==> src/rtl/medidor_frecuencia_if.sv <==
// Signal bundle for medidor_frecuencia: slow clock and enable in, measurement results out.
interface medidor_frecuencia_if #(
  parameter int WIDTH = 16
);
  logic             sclk_in;
  logic             enable;
  logic [WIDTH-1:0] period;
  logic             period_valid;
  logic             locked;
  logic             timeout;
  logic [WIDTH-1:0] high_time;

  modport master (
    output sclk_in, enable,
    input  period, period_valid, locked, timeout, high_time
  );

  modport slave (
    input  sclk_in, enable,
    output period, period_valid, locked, timeout, high_time
  );
endinterface

==> src/rtl/medidor_frecuencia.sv <==
// Measures the period of slow clock sclk_in in clk cycles, with lock and stall detection.
// Define MEDIDOR_DUTY_EN to also report how long sclk_in was high in each measured period.
module medidor_frecuencia #(
  parameter int WIDTH       = 16,
  parameter int TIMEOUT     = 1000,
  parameter int SYNC_STAGES = 2
) (
  input  logic                clk,
  input  logic                reset,
  medidor_frecuencia_if.slave mf
);
  localparam logic [1:0] S_IDLE = 2'd0;
  localparam logic [1:0] S_ARM  = 2'd1;
  localparam logic [1:0] S_MEAS = 2'd2;

  localparam logic [WIDTH-1:0] CNT_MAX = '1;
  localparam logic [WIDTH-1:0] CNT_ONE = WIDTH'(1);
  localparam logic [WIDTH-1:0] TMO_VAL = WIDTH'(TIMEOUT);

  function automatic logic [WIDTH-1:0] sat_inc(input logic [WIDTH-1:0] v);
    return (v == CNT_MAX) ? v : v + CNT_ONE;
  endfunction

  logic [SYNC_STAGES-1:0] sync_q, sync_d;
  logic                   prev_q, prev_d;
  logic [1:0]             state_q, state_d;
  logic [WIDTH-1:0]       cnt_q, cnt_d;
  logic [WIDTH-1:0]       wait_q, wait_d;
  logic [WIDTH-1:0]       period_q, period_d;
  logic                   pv_q, pv_d;
  logic                   locked_q, locked_d;
  logic                   timeout_q, timeout_d;
  logic                   have_prev_q, have_prev_d;

  logic sync_s, rise, tmo_hit, meas_start, meas_close, meas_run;

  assign sync_s     = sync_q[SYNC_STAGES-1];
  assign rise       = sync_s & ~prev_q;
  assign tmo_hit    = (sat_inc(wait_q) == TMO_VAL);
  assign meas_start = mf.enable && ((state_q == S_ARM) || (state_q == S_MEAS)) && rise;
  assign meas_close = meas_start && (state_q == S_MEAS);
  assign meas_run   = mf.enable && (state_q == S_MEAS) && !rise && !tmo_hit;

  always_comb begin
    sync_d      = {sync_q[SYNC_STAGES-2:0], mf.sclk_in};
    prev_d      = sync_s;
    state_d     = state_q;
    cnt_d       = cnt_q;
    wait_d      = wait_q;
    period_d    = period_q;
    pv_d        = 1'b0;
    locked_d    = locked_q;
    timeout_d   = timeout_q;
    have_prev_d = have_prev_q;
    if (!mf.enable) begin
      state_d     = S_IDLE;
      cnt_d       = '0;
      wait_d      = '0;
      locked_d    = 1'b0;
      timeout_d   = 1'b0;
      have_prev_d = 1'b0;
    end else begin
      case (state_q)
        S_ARM, S_MEAS: begin
          if (meas_start) begin
            state_d   = S_MEAS;
            cnt_d     = CNT_ONE;
            wait_d    = CNT_ONE;
            timeout_d = 1'b0;
            // locked only compares against a period measured since the last (re)arm
            if (meas_close) begin
              period_d    = cnt_q;
              pv_d        = 1'b1;
              locked_d    = have_prev_q && (cnt_q == period_q);
              have_prev_d = 1'b1;
            end
          end else if (tmo_hit) begin
            state_d     = S_ARM;
            cnt_d       = CNT_ONE;
            wait_d      = '0;
            timeout_d   = 1'b1;
            locked_d    = 1'b0;
            have_prev_d = 1'b0;
          end else begin
            wait_d = sat_inc(wait_q);
            if (meas_run) cnt_d = sat_inc(cnt_q);
          end
        end
        default: begin
          state_d = S_ARM;
          cnt_d   = CNT_ONE;
          wait_d  = '0;
        end
      endcase
    end
  end

  always_ff @(posedge clk or posedge reset) begin
    if (reset) begin
      sync_q      <= '0;
      prev_q      <= 1'b0;
      state_q     <= S_IDLE;
      cnt_q       <= '0;
      wait_q      <= '0;
      period_q    <= '0;
      pv_q        <= 1'b0;
      locked_q    <= 1'b0;
      timeout_q   <= 1'b0;
      have_prev_q <= 1'b0;
    end else begin
      sync_q      <= sync_d;
      prev_q      <= prev_d;
      state_q     <= state_d;
      cnt_q       <= cnt_d;
      wait_q      <= wait_d;
      period_q    <= period_d;
      pv_q        <= pv_d;
      locked_q    <= locked_d;
      timeout_q   <= timeout_d;
      have_prev_q <= have_prev_d;
    end
  end

  assign mf.period       = period_q;
  assign mf.period_valid = pv_q;
  assign mf.locked       = locked_q;
  assign mf.timeout      = timeout_q;

`ifdef MEDIDOR_DUTY_EN
  logic [WIDTH-1:0] hcnt_q, hcnt_d;
  logic [WIDTH-1:0] high_q, high_d;

  always_comb begin
    hcnt_d = '0;
    high_d = high_q;
    if (meas_close) high_d = hcnt_q;
    // the rise cycle itself has sclk high and opens the new period
    if (meas_start)               hcnt_d = CNT_ONE;
    else if (meas_run && sync_s)  hcnt_d = sat_inc(hcnt_q);
    else if (meas_run)            hcnt_d = hcnt_q;
  end

  always_ff @(posedge clk or posedge reset) begin
    if (reset) begin
      hcnt_q <= '0;
      high_q <= '0;
    end else begin
      hcnt_q <= hcnt_d;
      high_q <= high_d;
    end
  end

  assign mf.high_time = high_q;
`else
  assign mf.high_time = '0;
`endif
endmodule

==> src/flat_wrapper.sv <==
// flat-port wrapper written by rule: the top's interface ports become plain ports
module medidor_frecuencia_flat 
#(
  parameter int WIDTH       = 16,
  parameter int TIMEOUT     = 1000,
  parameter int SYNC_STAGES = 2
)
  (clk, reset, mf_sclk_in, mf_enable, mf_period, mf_period_valid, mf_locked, mf_timeout, mf_high_time);
  medidor_frecuencia_if #(.WIDTH(WIDTH)) mf_i ();
  input  logic clk;
  input  logic reset;
  input wire logic [$bits(mf_i.sclk_in)-1:0] mf_sclk_in;
  input wire logic [$bits(mf_i.enable)-1:0] mf_enable;
  output wire logic [$bits(mf_i.period)-1:0] mf_period;
  output wire logic [$bits(mf_i.period_valid)-1:0] mf_period_valid;
  output wire logic [$bits(mf_i.locked)-1:0] mf_locked;
  output wire logic [$bits(mf_i.timeout)-1:0] mf_timeout;
  output wire logic [$bits(mf_i.high_time)-1:0] mf_high_time;
  assign mf_i.sclk_in = mf_sclk_in;
  assign mf_i.enable = mf_enable;
  assign mf_period = mf_i.period;
  assign mf_period_valid = mf_i.period_valid;
  assign mf_locked = mf_i.locked;
  assign mf_timeout = mf_i.timeout;
  assign mf_high_time = mf_i.high_time;
  medidor_frecuencia #(.WIDTH(WIDTH), .TIMEOUT(TIMEOUT), .SYNC_STAGES(SYNC_STAGES)) u_core (.clk(clk), .reset(reset), .mf(mf_i));
endmodule
==> config.mk <==
export PLATFORM = sky130hd
export DESIGN_NAME = medidor_frecuencia_flat
export DESIGN_NICKNAME = d
export VERILOG_FILES = /design/src/rtl/medidor_frecuencia_if.sv /design/src/rtl/medidor_frecuencia.sv /design/src/flat_wrapper.sv
export SDC_FILE = /design/constraint.sdc
export NUM_CORES = 1
export LEC_CHECK = 0
export CAP_MARGIN = 20
export CORE_UTILIZATION = 45
export DETAILED_ROUTE_END_ITERATION = 8
export GPL_TIMING_DRIVEN = 0
export PLACE_DENSITY_LB_ADDON = 0.3
export SYNTH_ARGS = -nofsm -noshare
export SYNTH_HDL_FRONTEND = slang
export SYNTH_SLANG_ARGS = --single-unit
==> constraint.sdc <==
create_clock -name clk -period 3 [get_ports clk]
set_input_delay 0.9 -clock clk [delete_from_list [all_inputs] [get_ports clk]]
set_output_delay 0.9 -clock clk [all_outputs]
set_load 0.005 [all_outputs]
* Yosys cells after proc, flatten, opt, wreduce, memory -nomap -nowiden
Index checks and enable logic that the tools add are counted. W data, S select, Z words.
Cells by class: $add $sub $neg 2, eq/ne operators 12, muxes and demuxes 32, bitwise operators 2, reductions and logical operators 15
Operators by type and width (count):
- $mux W16 | 11
- $add A16 B1 Y16 const B | 2
- $eq A16 B16 Y1 const B | 2
- $mux W1 | 17
- $eq A16 B10 Y1 const B | 1
- $eq A16 B16 Y1 | 1
- $mux W2 | 4
- $logic_and A1 B1 Y1 | 7
- $ne A5 B2 Y1 const B | 1
- $ne A5 B3 Y1 const B | 1
- $ne A4 B2 Y1 const B | 1
- $reduce_and A2 Y1 | 2
- $reduce_and A4 Y1 | 1
- $ne A3 B1 Y1 const B | 1
- $ne A3 B3 Y1 const B | 1
- $reduce_and A3 Y1 | 1
- $eq A2 B1 Y1 const B | 1
- $eq A2 B2 Y1 const B | 1
- $logic_not A1 Y1 | 2
- $ne A2 B1 Y1 const B | 1
- $reduce_or A2 Y1 | 1
- $and A1 B1 Y1 | 1
- $logic_or A1 B1 Y1 | 1
- $not A1 Y1 | 1
Word-level totals: flip-flop bits (word level) 57, input port bits 4, word-level logic and storage cells 73

* Depth between registers and ports, before layout
depth after elaboration 10, depth in mapped cells 9

* Worst setup path after synthesis
Ideal clock, no wire load.
path kind register to register, start point register u_core.wait_q[1], end point register u_core.cnt_q[1], arrival time 2.386 ns, data required time 2.858 ns, setup slack 0.471 ns, stages on the path, launching flop included 10, period minus slack after synthesis 2.529 ns, cell sequence dfrtp_1 -> ha_1 -> buf_2 -> nand4_1 -> nor3_1 -> mux2i_1 -> o31ai_1 -> nor4_4 -> buf_6 -> nor3_2
Between the ends: word-level cells in the longest chain between the ends 7, elaborated cells on any way between the ends 13
RTL lines:
- from (decl) | line medidor_frecuencia.sv:28 | logic [WIDTH-1:0] wait_q, wait_d;
- from (signal assigned) | line medidor_frecuencia.sv:115 | wait_q <= wait_d;
- $add A16 B1 Y16 / $eq A16 B16 Y1 (equally long branches) | line medidor_frecuencia.sv:21 | return (v == CNT_MAX) ? v : v + CNT_ONE;
- $mux W16 *
- $eq A16 B10 Y1 * | line medidor_frecuencia.sv:39 | assign tmo_hit = (sat_inc(wait_q) == TMO_VAL);
- $logic_not A1 Y1 / $mux W16 (equally long branches) | line medidor_frecuencia.sv:42, medidor_frecuencia.sv:77
- $logic_and A1 B1 Y1 / $mux W16 (equally long branches) | line medidor_frecuencia.sv:42, medidor_frecuencia.sv:65
- $ne A5 B2 Y1 (no source line) / $mux W16 (equally long branches)
- $reduce_and A2 Y1 (no source line) / $mux W16 (equally long branches)
- to (signal assigned) | line medidor_frecuencia.sv:114 | cnt_q <= cnt_d;
- to (decl) | line medidor_frecuencia.sv:27 | logic [WIDTH-1:0] cnt_q, cnt_d;
Every way passes the cells marked *; elsewhere a longest branch is shown, timed or not. A chain may end at the register's enable or synchronous reset.

* Worst setup path after layout
start point register u_core.wait_q[1], end point register u_core.locked_q, in the netlist u_core.mf.locked
Between the ends: word-level cells in the longest chain between the ends 5, elaborated cells on any way between the ends 6
RTL lines:
- $add A16 B1 Y16 / $eq A16 B16 Y1 (equally long branches) | line medidor_frecuencia.sv:21
- $mux W16 *
- $eq A16 B10 Y1 * | line medidor_frecuencia.sv:39
- $ne A3 B1 Y1 (no source line) *
- $reduce_and A3 Y1 (no source line) *
- to (signal assigned) | line medidor_frecuencia.sv:118 | locked_q <= locked_d;
- to (decl) | line medidor_frecuencia.sv:31 | logic locked_q, locked_d;
Marked as above.

==> results.sh <==
export IMPL_start_util=0.478
export IMPL_required_ps=3220
export IMPL_syn_avg_cell_area_um2=10.3
export IMPL_hp_class="reg2reg"
export IMPL_placed_cells=455
export IMPL_cts_root_buffer="clkbuf_8"
export IMPL_ys_warn_count=0
export IMPL_seqPwrFrac=0.484
export IMPL_vias=2557
export IMPL_intPower_mw=1.25
export IMPL_die_area_um2=7730
export IMPL_cts_buffers=9
export IMPL_cts_sinks=57
export IMPL_sw_frac_of_total=0.236
export IMPL_ir_drop_uv=384
export IMPL_synth_xor_area_share=0.103
export IMPL_final_cell_mix="dfrtp_1 (57), xor2_1 (27), clkdlybuf4s50_1 (22)"
export IMPL_fmax_ghz=0.347
export IMPL_setup_tns_ps=0
export IMPL_report_final_hold_viol_count=0
export IMPL_synth_seq_area_share=0.430
export IMPL_clock_path_buffers=2
export IMPL_routedWlPerCell_um=15.2
export IMPL_crit_arrival_ps=3100
export IMPL_synth_fa_ha_area_frac=0.0113
export IMPL_num_nets_final=380
export IMPL_port_buffers=22
export IMPL_hold_buffers=0
export IMPL_grt_pass1_wl_um=11700
export IMPL_route_detailed_drc=0
export IMPL_antenna_found_initial=0
export IMPL_fin_total_pwr_mw=1.63
export IMPL_final_common_cell="dfrtp_1"
export IMPL_cp_max_fo=9
export IMPL_crit_type="reg2reg"
export IMPL_core_area_um2=6940
export IMPL_grt_pass1_vias=2361
export IMPL_area_growth_syn_to_layout_pct=19.6
export IMPL_pwr_share_clk=0.452
export IMPL_netlist_area_um2=3320
export IMPL_p_sw_mw=0.384
export IMPL_leakage_nw=1.75
export IMPL_synth_cells=321
export IMPL_dp_slack_ps=-142
export IMPL_die_h_um=87.9
export IMPL_worst_slack_ps=116
export IMPL_maxCapViolations=0
export IMPL_final_area_um2=3970
export IMPL_utilization=0.572
export IMPL_drtPass1Iterations=4
export IMPL_synth_top_family_by_area="simple AND/OR/NAND/NOR gates"
export IMPL_fp_row_count=30
export IMPL_combPwrFrac=0.064
export IMPL_worstSetupEndpointType="register"
export IMPL_clkLatencyLatePin_ps=330
export IMPL_clk_pin_slew_worst_paths_ps=70
export IMPL_worstMarginPinSlew_ps=787
export IMPL_die_w_um=87.9
export IMPL_cts_htree_levels=3
export IMPL_synth_compound_area_frac=0.0625
export IMPL_grt_use_total=0.203
export IMPL_status="finished, final reports clean"
export IMPL_startpoint_type="register"
export IMPL_cts_tree="built"
export IMPL_fin_skew_ps=7.13
export IMPL_regArea_um2=1430
export IMPL_synth_cell_types=50
export IMPL_drt_wl_total_um=7190
export IMPL_p_per_area_nw_per_um2=410
export IMPL_layout_drive_gt1_share=0.220
export IMPL_muxShareOfSynthArea=0.0723
export IMPL_hold_ws_ps=350
export IMPL_place_area_um2=3740
export IMPL_fin_cells=474
export IMPL_fillers=600
export IMPL_finalCritPeriodShare=0.961
export IMPL_slew_violations=0
export IMPL_ys_ff_latch=57
export IMPL_drt_iter0_drc=199
export IMPL_ant_nets=0
export IMPL_n_antenna_cell=0
export IMPL_setup_viol=0
export IMPL_io_pins=39
export IMPL_grt_max_degree=35
export IMPL_gp_congestion=0.881
export IMPL_grt_overflow=0
export IMPL_multi_input_area_um2=1740
export IMPL_yosys_area_share_simple=0.256
export IMPL_hpwlAfterDp_um=5020
export IMPL_relSlewSlack=0.475
export IMPL_period_needed_ps=2880
export IMPL_via_per_inst=5.39
export IMPL_rsz0062_at_grt="yes"
==> power groups by stage <==
| stage | clock network, mW | registers, mW | logic, mW |
|---|---|---|---|
| floorplan | 0 | 0.800 | 0.0749 |
| global placement | 0 | 0.802 | 0.0998 |
| detailed placement | 0 | 0.802 | 0.105 |
| CTS | 0.754 | 0.788 | 0.105 |
| global route | 0.787 | 0.789 | 0.117 |
| finish | 0.737 | 0.788 | 0.104 |
==> worst max-delay path: stages, from the launching register on <==
cell and delay (ps):
dfrtp_1 500, ha_1 210, buf_2 180, nand4_1 250, nor3_2 390, mux2i_1 310
nor4b_1 320, nand4b_1 290, o31a_1 320
==> logic make-up (layout without fill, tap and decap cells) <==
family | count (synthesis) | after routing
simple gates | 133 | 133
flops | 57 | 57
xor+xnor | 39 | 39
buf+inv | 34 | 76
compound gates | 32 | 32
mux | 22 | 22
fa+ha+maj | 3 | 3
other cells | 1 | 16
==> final cells by class <==
class,instances,share of cell area
inverters,4,0.00378
flip-flops and latches,57,0.359
plain buffers,30,0.0501
multi-input cells,245,0.439
clock buffers,12,0.0391
well taps,96,0.0302
repair buffers,26,0.0662
clock inverters,4,0.0129
==> synth_stat cells, drive strengths merged <==
| library cell | n | share of area |
|---|---|---|
| and2 | 4 | 0.0075 |
| a211oi | 1 | 0.0023 |
| or3 | 1 | 0.0019 |
| a21oi | 9 | 0.015 |
| or4 | 1 | 0.0023 |
| xnor2 | 12 | 0.032 |
| a2111oi | 1 | 0.0026 |
| buf | 23 | 0.052 |
| nand4 | 13 | 0.026 |
| mux2i | 6 | 0.018 |
| mux2 | 16 | 0.054 |
| nor4 | 7 | 0.018 |
| and4 | 9 | 0.024 |
| nor3 | 29 | 0.071 |
| a21boi | 1 | 0.0023 |
| nand2 | 17 | 0.019 |
| conb | 1 | 0.0011 |
| nor4b | 1 | 0.0026 |
| inv | 4 | 0.0045 |
| and4b | 1 | 0.0030 |
| o32ai | 1 | 0.0026 |
| nor3b | 1 | 0.0023 |
| ha | 3 | 0.011 |
| a41o | 1 | 0.0030 |
| nor4bb | 1 | 0.0030 |
| nand4b | 1 | 0.0026 |
| nor2b | 4 | 0.0075 |
| a22o | 1 | 0.0026 |
| clkbuf | 7 | 0.0079 |
| or2 | 1 | 0.0019 |
| nor2 | 14 | 0.017 |
| o31ai | 2 | 0.0045 |
| o31a | 3 | 0.0079 |
| nand3 | 18 | 0.027 |
| nand2b | 4 | 0.0075 |
| a31oi | 3 | 0.0057 |
| and3b | 1 | 0.0026 |
| o211ai | 1 | 0.0023 |
| and3 | 5 | 0.0094 |
| o21ai | 8 | 0.012 |
| xor2 | 27 | 0.071 |
| dfrtp | 57 | 0.43 |
==> per-layer routing <==
| layer | part of all wire | vias up | global-route usage |
|---|---|---|---|
| li1 | - | 1231 | - |
| met1 | 0.49 | 1246 | 0.287 |
| met2 | 0.45 | 72 | 0.297 |
| met3 | 0.047 | 8 | 0.0339 |
| met4 | 0.014 | 0 | 0.110 |
| met5 | 0 | - | 0 |
==> what timing repair did <==
item,in CTS,in global routing
setup buffers,3,0
pin swaps,1,0
setup endpoints to repair,20,32
gates resized for setup,0,1
==> final timing paths <==
path	from	to	cells past startpoint	slack, ps
setup reg to reg	u_core.wait_q[1]$_DFF_PP0_	u_core.mf.locked$_DFFE_PP0P_	8	120
min in group asynchronous	reset	u_core.mf.period[12]$_DFFE_PP0P_	2	920
hold reg to reg	u_core.sync_q[0]$_DFF_PP0_	u_core.sync_q[1]$_DFF_PP0_	0	350
max in group asynchronous	reset	u_core.prev_q$_DFF_PP0_	3	1520
setup / recovery	u_core.wait_q[1]$_DFF_PP0_	u_core.mf.locked$_DFFE_PP0P_	8	120
hold / removal	u_core.sync_q[0]$_DFF_PP0_	u_core.sync_q[1]$_DFF_PP0_	0	350
==> sequential cells by signal, indices dropped and copies added, names as in the netlist, 2 cells and up <==
name,cells
u_core.cnt_q,16
u_core.mf.period,16
u_core.state_q,2
u_core.sync_q,2
u_core.wait_q,16
No activity file was read; power rests on OpenSTA's default activity.
